===== config.mk =====
export PLATFORM = sky130hd
export DESIGN_NAME = sfdbs_err_logger_flat
export DESIGN_NICKNAME = d
export VERILOG_FILES = /design/src/rtl/sfdbs_err_logger_pkg.sv /design/src/rtl/sfdbs_err_logger_if.sv /design/src/rtl/sfdbs_err_arb.sv /design/src/rtl/sfdbs_err_logger.sv /design/src/flat_wrapper.sv
export SDC_FILE = /design/constraint.sdc
export NUM_CORES = 1
export LEC_CHECK = 0
export ABC_AREA = 1
export BUFFER_PORTS_ARGS = -buffer_cell sky130_fd_sc_hd__buf_4
export CORE_AREA = 2 2 613 615
export CTS_CLUSTER_SIZE = 8
export DETAILED_ROUTE_END_ITERATION = 7
export DIE_AREA = 0 0 615 617
export PLACE_DENSITY = 0.3
export SLEW_MARGIN = 25
export SYNTH_ARGS = -nofsm -noshare
export SYNTH_HDL_FRONTEND = slang
export SYNTH_SLANG_ARGS = --single-unit
export TNS_END_PERCENT = 10

===== constraint.sdc =====
create_clock -name clk -period 17.5 [get_ports clk]
set_input_delay 1.75 -clock clk [delete_from_list [all_inputs] [get_ports clk]]
set_output_delay 1.75 -clock clk [all_outputs]
set_load 0.05 [all_outputs]

===== src/rtl/sfdbs_err_logger_pkg.sv =====
// rtl/sfdbs_err_logger_pkg.sv - shared types and constants for the sfdbs0 error logger
package sfdbs_err_pkg;

  localparam int SLICE_W = 5;

  localparam logic [2:0] ERR_CODE_NONE    = 3'd0;
  localparam logic [2:0] ERR_CODE_UNKNOWN = 3'd7;

  typedef enum logic [1:0] {
    IDLE = 2'd0,
    WAIT = 2'd1,
    FULL = 2'd2
  } state_t;

  typedef struct packed {
    logic [2:0]         code;
    logic               access;
    logic [5:0]         id;
    logic [31:0]        data;
    logic [3:0]         group;
    logic [SLICE_W-1:0] slice;
  } err_rec_t;

endpackage


===== src/rtl/sfdbs_err_logger_if.sv =====
// rtl/sfdbs_err_logger_if.sv - slice error sources and sfdbs0 log register hardware-write bus
interface sfdbs_err_logger_if #(
  parameter int NUM_SLICES = 32
);
  logic [NUM_SLICES-1:0]    err_vld;
  logic [NUM_SLICES*3-1:0]  err_code;
  logic [NUM_SLICES-1:0]    err_access;
  logic [NUM_SLICES*6-1:0]  err_id;
  logic [NUM_SLICES*32-1:0] err_data;
  logic [NUM_SLICES*4-1:0]  err_group;

  logic [2:0]  code_q;
  logic        multi_q;

  logic [2:0]  code_d;
  logic        access_d;
  logic [5:0]  id_d;
  logic        multi_d;
  logic        code_enb;
  logic        access_enb;
  logic        id_enb;
  logic        multi_enb;
  logic [31:0] data_d;
  logic        data_enb;
  logic [4:0]  slice_idx_d;
  logic [3:0]  group_idx_d;
  logic        slice_idx_enb;
  logic        group_idx_enb;

  modport master (
    input  err_vld, err_code, err_access, err_id, err_data, err_group,
    input  code_q, multi_q,
    output code_d, access_d, id_d, multi_d,
    output code_enb, access_enb, id_enb, multi_enb,
    output data_d, data_enb, slice_idx_d, group_idx_d, slice_idx_enb, group_idx_enb
  );

  modport slave (
    output err_vld, err_code, err_access, err_id, err_data, err_group,
    output code_q, multi_q,
    input  code_d, access_d, id_d, multi_d,
    input  code_enb, access_enb, id_enb, multi_enb,
    input  data_d, data_enb, slice_idx_d, group_idx_d, slice_idx_enb, group_idx_enb
  );
endinterface


===== src/rtl/sfdbs_err_arb.sv =====
// rtl/sfdbs_err_arb.sv - lowest-index error select and event popcount
module sfdbs_err_arb
  import sfdbs_err_pkg::*;
#(
  parameter int NUM_SLICES = 32,
  parameter int NVLD_W     = $clog2(NUM_SLICES + 1)
) (
  input  logic [NUM_SLICES-1:0]    err_vld,
  input  logic [NUM_SLICES*3-1:0]  err_code,
  input  logic [NUM_SLICES-1:0]    err_access,
  input  logic [NUM_SLICES*6-1:0]  err_id,
  input  logic [NUM_SLICES*32-1:0] err_data,
  input  logic [NUM_SLICES*4-1:0]  err_group,
  output err_rec_t                 rec,
  output logic                     any_vld,
  output logic [NVLD_W-1:0]        nvld
);

  always_comb begin
    rec     = '0;
    any_vld = 1'b0;
    nvld    = '0;
    // Walk downward so the lowest asserted index is the last one written.
    for (int i = NUM_SLICES - 1; i >= 0; i--) begin
      if (err_vld[i]) begin
        any_vld    = 1'b1;
        rec.code   = err_code[3*i +: 3];
        rec.access = err_access[i];
        rec.id     = err_id[6*i +: 6];
        rec.data   = err_data[32*i +: 32];
        rec.group  = err_group[4*i +: 4];
        rec.slice  = SLICE_W'(i);
      end
    end
    for (int i = 0; i < NUM_SLICES; i++) begin
      nvld = nvld + NVLD_W'(err_vld[i]);
    end
  end

endmodule


===== src/rtl/sfdbs_err_logger.sv =====
// rtl/sfdbs_err_logger.sv - captures the first slice error into the sfdbs0 log and counts events
module sfdbs_err_logger
  import sfdbs_err_pkg::*;
#(
  parameter int NUM_SLICES = 32,
  parameter int CNT_W      = 16
) (
  input  logic                  clk,
  input  logic                  rst,
  sfdbs_err_logger_if.master    bus,
  input  logic                  cnt_clr,
  output logic [CNT_W-1:0]      err_cnt
);

  localparam int NVLD_W = $clog2(NUM_SLICES + 1);

  err_rec_t          rec;
  logic              any_vld;
  logic [NVLD_W-1:0] nvld;

  state_t state, nxt_state;
  logic   multi_pend, nxt_multi_pend;
  logic   cap, set_multi;
  logic   log_empty;
  logic [CNT_W:0] cnt_sum;

  sfdbs_err_arb #(.NUM_SLICES(NUM_SLICES), .NVLD_W(NVLD_W)) u_arb (
    .err_vld    (bus.err_vld),
    .err_code   (bus.err_code),
    .err_access (bus.err_access),
    .err_id     (bus.err_id),
    .err_data   (bus.err_data),
    .err_group  (bus.err_group),
    .rec        (rec),
    .any_vld    (any_vld),
    .nvld       (nvld)
  );

  assign log_empty = (bus.code_q == ERR_CODE_NONE);

  always_comb begin
    nxt_state      = state;
    nxt_multi_pend = multi_pend;
    cap            = 1'b0;
    set_multi      = 1'b0;
    case (state)
      IDLE: begin
        // A log left occupied across reset is adopted as-is, never overwritten.
        if (!log_empty) begin
          nxt_state      = FULL;
          nxt_multi_pend = multi_pend | any_vld;
        end else if (any_vld) begin
          cap            = 1'b1;
          nxt_multi_pend = 1'b0;
          nxt_state      = WAIT;
        end
      end
      WAIT: begin
        nxt_multi_pend = multi_pend | any_vld;
        if (!log_empty) nxt_state = FULL;
      end
      FULL: begin
        if (log_empty) begin
          nxt_multi_pend = 1'b0;
          if (any_vld) begin
            cap       = 1'b1;
            nxt_state = WAIT;
          end else begin
            nxt_state = IDLE;
          end
        end else if (bus.multi_q) begin
          nxt_multi_pend = 1'b0;
        end else if ((any_vld || multi_pend) && !bus.multi_enb) begin
          // multi_enb high means a multi write is already in flight.
          set_multi      = 1'b1;
          nxt_multi_pend = 1'b0;
        end else begin
          nxt_multi_pend = multi_pend | any_vld;
        end
      end
      default: nxt_state = IDLE;
    endcase
  end

  assign cnt_sum = {1'b0, err_cnt} + (CNT_W+1)'(nvld);

  always_ff @(posedge clk) begin
    if (rst) begin
      state             <= IDLE;
      multi_pend        <= 1'b0;
      err_cnt           <= '0;
      bus.code_d        <= '0;
      bus.access_d      <= 1'b0;
      bus.id_d          <= '0;
      bus.multi_d       <= 1'b0;
      bus.code_enb      <= 1'b0;
      bus.access_enb    <= 1'b0;
      bus.id_enb        <= 1'b0;
      bus.multi_enb     <= 1'b0;
      bus.data_d        <= '0;
      bus.data_enb      <= 1'b0;
      bus.slice_idx_d   <= '0;
      bus.group_idx_d   <= '0;
      bus.slice_idx_enb <= 1'b0;
      bus.group_idx_enb <= 1'b0;
    end else begin
      state      <= nxt_state;
      multi_pend <= nxt_multi_pend;

      if (cnt_clr)            err_cnt <= '0;
      else if (cnt_sum[CNT_W]) err_cnt <= '1;
      else                    err_cnt <= cnt_sum[CNT_W-1:0];

      bus.code_enb      <= cap;
      bus.access_enb    <= cap;
      bus.id_enb        <= cap;
      bus.data_enb      <= cap;
      bus.slice_idx_enb <= cap;
      bus.group_idx_enb <= cap;
      bus.multi_enb     <= cap | set_multi;

      bus.code_d      <= cap ? ((rec.code == ERR_CODE_NONE) ? ERR_CODE_UNKNOWN : rec.code) : '0;
      bus.access_d    <= cap & rec.access;
      bus.id_d        <= cap ? rec.id : '0;
      bus.data_d      <= cap ? rec.data : '0;
      bus.slice_idx_d <= cap ? rec.slice : '0;
      bus.group_idx_d <= cap ? rec.group : '0;
      bus.multi_d     <= set_multi | (cap & (nvld > NVLD_W'(1)));
    end
  end

endmodule


===== src/flat_wrapper.sv =====
// flat-port wrapper written by rule: the top's interface ports become plain ports
module sfdbs_err_logger_flat import sfdbs_err_pkg::*;
#(
  parameter int NUM_SLICES = 32,
  parameter int CNT_W      = 16
)
  (clk, rst, cnt_clr, err_cnt, bus_err_vld, bus_err_code, bus_err_access, bus_err_id, bus_err_data, bus_err_group, bus_code_q, bus_multi_q, bus_code_d, bus_access_d, bus_id_d, bus_multi_d, bus_code_enb, bus_access_enb, bus_id_enb, bus_multi_enb, bus_data_d, bus_data_enb, bus_slice_idx_d, bus_group_idx_d, bus_slice_idx_enb, bus_group_idx_enb);
  sfdbs_err_logger_if #(.NUM_SLICES(NUM_SLICES)) bus_i ();
  input  logic clk;
  input  logic rst;
  input  logic cnt_clr;
  output logic [CNT_W-1:0] err_cnt;
  input wire logic [$bits(bus_i.err_vld)-1:0] bus_err_vld;
  input wire logic [$bits(bus_i.err_code)-1:0] bus_err_code;
  input wire logic [$bits(bus_i.err_access)-1:0] bus_err_access;
  input wire logic [$bits(bus_i.err_id)-1:0] bus_err_id;
  input wire logic [$bits(bus_i.err_data)-1:0] bus_err_data;
  input wire logic [$bits(bus_i.err_group)-1:0] bus_err_group;
  input wire logic [$bits(bus_i.code_q)-1:0] bus_code_q;
  input wire logic [$bits(bus_i.multi_q)-1:0] bus_multi_q;
  output wire logic [$bits(bus_i.code_d)-1:0] bus_code_d;
  output wire logic [$bits(bus_i.access_d)-1:0] bus_access_d;
  output wire logic [$bits(bus_i.id_d)-1:0] bus_id_d;
  output wire logic [$bits(bus_i.multi_d)-1:0] bus_multi_d;
  output wire logic [$bits(bus_i.code_enb)-1:0] bus_code_enb;
  output wire logic [$bits(bus_i.access_enb)-1:0] bus_access_enb;
  output wire logic [$bits(bus_i.id_enb)-1:0] bus_id_enb;
  output wire logic [$bits(bus_i.multi_enb)-1:0] bus_multi_enb;
  output wire logic [$bits(bus_i.data_d)-1:0] bus_data_d;
  output wire logic [$bits(bus_i.data_enb)-1:0] bus_data_enb;
  output wire logic [$bits(bus_i.slice_idx_d)-1:0] bus_slice_idx_d;
  output wire logic [$bits(bus_i.group_idx_d)-1:0] bus_group_idx_d;
  output wire logic [$bits(bus_i.slice_idx_enb)-1:0] bus_slice_idx_enb;
  output wire logic [$bits(bus_i.group_idx_enb)-1:0] bus_group_idx_enb;
  assign bus_i.err_vld = bus_err_vld;
  assign bus_i.err_code = bus_err_code;
  assign bus_i.err_access = bus_err_access;
  assign bus_i.err_id = bus_err_id;
  assign bus_i.err_data = bus_err_data;
  assign bus_i.err_group = bus_err_group;
  assign bus_i.code_q = bus_code_q;
  assign bus_i.multi_q = bus_multi_q;
  assign bus_code_d = bus_i.code_d;
  assign bus_access_d = bus_i.access_d;
  assign bus_id_d = bus_i.id_d;
  assign bus_multi_d = bus_i.multi_d;
  assign bus_code_enb = bus_i.code_enb;
  assign bus_access_enb = bus_i.access_enb;
  assign bus_id_enb = bus_i.id_enb;
  assign bus_multi_enb = bus_i.multi_enb;
  assign bus_data_d = bus_i.data_d;
  assign bus_data_enb = bus_i.data_enb;
  assign bus_slice_idx_d = bus_i.slice_idx_d;
  assign bus_group_idx_d = bus_i.group_idx_d;
  assign bus_slice_idx_enb = bus_i.slice_idx_enb;
  assign bus_group_idx_enb = bus_i.group_idx_enb;
  sfdbs_err_logger #(.NUM_SLICES(NUM_SLICES), .CNT_W(CNT_W)) u_core (.clk(clk), .rst(rst), .bus(bus_i), .cnt_clr(cnt_clr), .err_cnt(err_cnt));
endmodule

==> Yosys cells after proc, flatten, opt, wreduce, memory -nomap -nowiden <==
Index checks and enable logic that the tools add are counted.
{ "word_totals": {"regBits": 73, "output_inout_bits": 75, "wordCells": 162} }
{ "classes": {"n_addsub": 32, "n_lt_le_gt_ge": 1, "eq_ne": 5, "mux": 85, "n_bitwise": 6, "n_reduce_logical": 17} }
{ "ops": {"columns": ["operator", "count"], "rows": [
  ["2-to-1 mux 51 bit", 32],
  ["adder 6 x 1 -> 6 bit", 26],
  ["2-to-1 mux 1 bit", 45],
  ["OR reduction 18 bit", 1],
  ["adder 16 x 6 -> 17 bit", 1],
  ["2-to-1 mux 16 bit", 1],
  ["OR reduction 10 bit", 1],
  ["2-to-1 mux 2 bit", 4],
  ["adder 5 x 1 -> 6 bit", 1],
  ["greater-than comparator 6 x 1 -> 1 bit, second input constant", 1],
  ["zero test 3 bit", 2],
  ["case mux 2 bit (3 select lines)", 1],
  ["OR reduction 2 bit", 3],
  ["OR reduction 6 bit", 1],
  ["adder 4 x 1 -> 5 bit", 1],
  ["adder 3 x 1 -> 4 bit", 1],
  ["OR reduction 4 bit", 1],
  ["adder 2 x 1 -> 3 bit", 1],
  ["2-to-1 mux 3 bit", 1],
  ["!= test 3 x 2 -> 1 bit, second input constant", 1],
  ["bitwise OR 1 bit", 3],
  ["case mux 1 bit (3 select lines)", 1],
  ["AND reduction 3 bit", 1],
  ["nonzero test 3 bit", 1],
  ["13 further kinds", 14]
]} }

==> Logic depth before layout (Yosys ltp) <==
{ "logic_depth": {"word_depth": 39, "ltp_mapped": 32, "mapped_depth_nobuf": 31} }

==> Hierarchy <==
From an unflattened synthesis, not the netlist that was laid out.
{ "unflattened": {"hier_cells": 2856, "hier_area_um2": 16468.3} }
{ "modules_own_cells": {"columns": ["module", "instances", "cells_per_inst", "area_each_um2", "seq_area_each_um2"], "rows": [
  ["sfdbs_err_arb", 1, 2476, 13508.0, 0.0],
  ["sfdbs_err_logger", 1, 380, 2960.3, 1461.4]
]} }

==> Worst setup path before layout <==
OpenSTA, ideal clock, no wires.
{ "synth_timing": {"kind": "input-to-reg", "startpoint": "in bus_err_vld[27]", "endpoint": "reg u_core.err_cnt[15]", "arrival_ps": 7798, "required_time_ps": 17384, "slack_ps": 9586, "cell_stages": 29, "n_path_buf": 1, "cell_sequence": "inv_1 clkbuf_1 fa_1 fa_1 inv_1 fa_1 inv_1 fa_1 fa_1 fa_1 inv_1 ha_1 fa_1 a21oi_1 o21ai_0 xor2_1 inv_1 ha_1 nand2_1 o21ai_0 nand2_1 a21oi_1 nand3_1 nor2_1 nand2_1 nor4_1 a31oi_1 o21ai_0 inv_1"} }
{ "synth_between": {"elab_chain_len": 7} }
{ "synth_rtl": {"columns": ["item", "line_no", "source"], "rows": [
  ["from (decl)", "flat_wrapper.sv:13", "input wire logic [$bits(bus_i.err_vld)-1:0] bus_err_vld;"],
  ["adder 6 x 1 -> 6 bit (5 in a row)", "sfdbs_err_arb.sv:36", "nvld = nvld + NVLD_W'(err_vld[i]);"],
  ["adder 16 x 6 -> 17 bit", "sfdbs_err_logger.sv:85", "assign cnt_sum = {1'b0, err_cnt} + (CNT_W+1)'(nvld);"],
  ["2-to-1 mux 16 bit", "sfdbs_err_logger.sv:111", "else if (cnt_sum[CNT_W]) err_cnt <= '1;"],
  ["to (signal assigned)", "sfdbs_err_logger.sv:112", "else err_cnt <= cnt_sum[CNT_W-1:0];"],
  ["to (decl)", "sfdbs_err_logger.sv:12", "output logic [CNT_W-1:0] err_cnt"]
]} }
No other way between the ends.
A chain may end at the register's enable or synchronous reset.

==> Worst setup path after layout <==
{ "layout_timing": {"startpoint": "in bus_err_vld[7]", "endpoint": "reg u_core.err_cnt[7]"} }
{ "layout_between": {"elab_chain_len": 27} }
{ "layout_rtl": {"columns": ["item", "line_no"], "rows": [
  ["adder 6 x 1 -> 6 bit (25 in a row)", "sfdbs_err_arb.sv:36"],
  ["adder 16 x 6 -> 17 bit", "sfdbs_err_logger.sv:85"],
  ["2-to-1 mux 16 bit", "sfdbs_err_logger.sv:111"]
]} }
No other way between the ends.

==> impl_metrics.tcl <==
set metrics [dict create \
    status "completed" \
    clkTransAtPathRegs_ns 0.10 \
    whs_endpoint "u_core.multi_pend$_SDFFE_PP0P_" \
    yosysMostFrequentCell "nand2_1" \
    antenna_left 0 \
    antenna_found_initial 191 \
    holdBufCountCts 0 \
    synthCells 2946 \
    avgSynthCellArea_um2 5.47 \
    area_growth_pct 114 \
    synth_area_um2 16100 \
    cpMostUsedCell "fa_1" \
    setup_viol 0 \
    drtIter0Drc 2759 \
    synth_common_cells "nand2_1 (918), nor2_1 (493), a21oi_1 (246)" \
    htree_num_levels 3 \
    insertion_delay_ns 0.55 \
    grt_pass1_vias 30300 \
    cp_slowest_cell "fa_1" \
    synthDistinctLibCells 46 \
    grt_start_max_net_pins 50 \
    async_flop_share 0 \
    dp_slack_ns 8.29 \
    worst_slack_ns 8.86 \
    path_max_fanout 10 \
    dieArea_um2 379000 \
    min_period_ns 8.64 \
    end_kind "register" \
    grt_use_total 0.158 \
    cts_resized 0 \
    reg2reg_from "u_core.state[0]$_SDFFE_PP0P_" \
    dieHeight_um 617 \
    io_pins 1586 \
    place.gp.congestion 0.885 \
    cts-root-buf "clkbuf_16" \
    cts_setup_buffers 0 \
    grt_pass1_wl_mm 380 \
    hold_path.startpoint "u_core.multi_pend$_SDFFE_PP0P_" \
    synth_ff_type "dfxtp_1" \
    cts-buffers-inserted 13 \
    hold_viol_final 0 \
    numPortBuffers 1585 \
    arrival_ns 9.06 \
    drive_above_1_share 0.429 \
    synth-seq-area-share 0.0906 \
    synth_nets 4499 \
    grt-ovfl-total 0 \
    core_um2 374000 \
    max_freq_ghz 0.116 \
    hp-class "register to register" \
    rrSetupSlack_ns 13.91 \
    fin_crit_sh 0.493 \
    yosysWarnings 0 \
    holdPathStages 2 \
    p_leak_nw 14.7 \
    relSlewSlack 0.0766 \
    yosys_register_bits 73 \
    cts_tree "built" \
    cellPowerDensity_nw_per_um2 51.4 \
    required_ns 17.93 \
    synth_top_area_frac 0.214 \
    via_per_inst 3.22 \
    start_util 0.0432 \
    drc 0 \
    critPathMaxStageDelay_ns 0.95 \
    clock-skew-final_ns 0.0321 \
    dp.cells 9367 \
    critPathKind "primary input to register" \
    nets 5943 \
    firstDrtPassIters 7 \
    fillers 44400 \
    numClockSinks 73 \
    peakVddDrop_uv 92.7 \
    worstReg2RegEnd "u_core.bus.data_d[14]$_SDFF_PP0_" \
    wl_per_cell_um 33.4 \
    clk_path_buf_depth 3 \
    synth_area_leaders "nand2_1 (21%), a221oi_1 (12%), nor2_1 (11%)" \
    r2r_cells 10 \
    core.rowCount 225 \
    synth-edff-count 0 \
    worstMarginPinSlew_ns 1.39 \
    startpoint_type "primary input" \
    wirelength_mm 315 \
    rsz0062_at_grt "no" \
    die_width_um 615 \
    cap_violations 0 \
    tns_ns 0 \
    yosys.area.top_type "nand2_1" \
    num_vias 30400 \
    maxSlewViolCount 0 \
    dpl.hpwl_mm 280 \
    instances_no_fill 9428 \
]
logic make-up (layout without fill, tap and decap cells):
| family | Yosys count | in the layout | share of synthesized area |
|---|---|---|---|
| adders and majority gates | 42 | 42 | 0.0442 |
| xor gates and xnor gates | 13 | 13 | 0.00706 |
| DFF | 73 | 73 | 0.0906 |
| other | 0 | 42 | 0 |
| and+or+nand+nor | 1494 | 1494 | 0.357 |
| AOI/OAI and AO/OA | 912 | 912 | 0.399 |
| buffers and inverters | 412 | 1858 | 0.102 |
layout make-up:
cell class	instances	area, um^2	share of cell area
inverter	165	636	0.0184
tap	4994	6250	0.181
timing repair buffer	1676	12600	0.364
multi-input combinational	2461	13100	0.380
clock buffer	17	370	0.0107
sequential	73	1460	0.0423
antenna	42	105	0.00304
metal layers:
| metal | routed length [um] | vias to the layer above | track usage |
|---|---|---|---|
| met4 | 7210 | 86 | 0.0291 |
| met2 | 154000 | 1793 | 0.279 |
| li1 | - | 13200 | - |
| met1 | 131000 | 14900 | 0.193 |
| met5 | 577 | - | 0 |
| met3 | 22500 | 377 | 0.0411 |
critical path, delay by kind of cell:
| family | cells | cell delay (ns) |
|---|---|---|
| adders and majority gates | 9 | 4.49 |
| buffers and inverters | 6 | 1.03 |
| xor gates and xnor gates | 1 | 0.20 |
| AOI/OAI and AO/OA | 3 | 0.43 |
| and+or+nand+nor | 6 | 1.15 |
worst max path at each step:
stage                               start                       endpoint  slack (ns)  cells after the start
after floorplan           bus_err_vld[27]  u_core.err_cnt[15]$_SDFF_PP0_        9.59                     29
after global placement     bus_err_vld[7]  u_core.err_cnt[15]$_SDFF_PP0_        8.22                     27
after detailed placement   bus_err_vld[7]  u_core.err_cnt[15]$_SDFF_PP0_        8.29                     27
after CTS                  bus_err_vld[7]  u_core.err_cnt[15]$_SDFF_PP0_        8.86                     27
after global routing       bus_err_vld[7]  u_core.err_cnt[15]$_SDFF_PP0_        8.45                     27
final                      bus_err_vld[7]   u_core.err_cnt[7]$_SDFF_PP0_        8.86                     25
registers in the layout, indices dropped and copies added, names as in the netlist:
name	cells
u_core.multi_pend	1
u_core.err_cnt	16
u_core.bus.data_d	32
u_core.bus.multi_d	1
u_core.bus.slice_idx_d	5
u_core.bus.id_d	6
u_core.bus.code_d	3
u_core.bus.id_enb	1
u_core.state	2
u_core.bus.access_d	1
u_core.bus.group_idx_d	4
u_core.bus.multi_enb	1
through the flow:
step	total power [mW]	util	hold slack, ns	instance area (um^2)
floorplan	0.788	-	0.468	16100
global placement	1.52	0.0910	0.497	34000
detailed placement	1.50	0.0911	0.487	34000
CTS	1.82	0.0921	0.503	34400
global route	1.91	0.0923	0.541	34500
finish	1.78	0.0925	0.499	34600
layout by cell type, fill, tap and decap left out, types with 4 or more instances in the layout:
| cell | n |
|---|---|
| nor2_4 | 9 |
| nand2_1 | 917 |
| o211ai_1 | 42 |
| clkinv_2 | 7 |
| xnor2_1 | 5 |
| o21ai_1 | 87 |
| inv_2 | 22 |
| o21ai_0 | 145 |
| ha_1 | 17 |
| dfxtp_1 | 73 |
| a31oi_1 | 5 |
| inv_1 | 131 |
| xor2_1 | 8 |
| fa_1 | 25 |
| buf_4 | 1671 |
| nor2_1 | 485 |
| a221oi_1 | 229 |
| clkbuf_16 | 13 |
| nor3_1 | 50 |
| o221a_2 | 133 |
| nand3_1 | 15 |
| nor3_2 | 4 |
| a21oi_1 | 243 |
| diode_2 | 42 |
power by group:
group	internal (mW)	switching (mW)
Sequential	0.180	0.0132
Clock	0.147	0.138
Combinational	0.515	0.783
No activity file was read; power rests on OpenSTA's default activity.
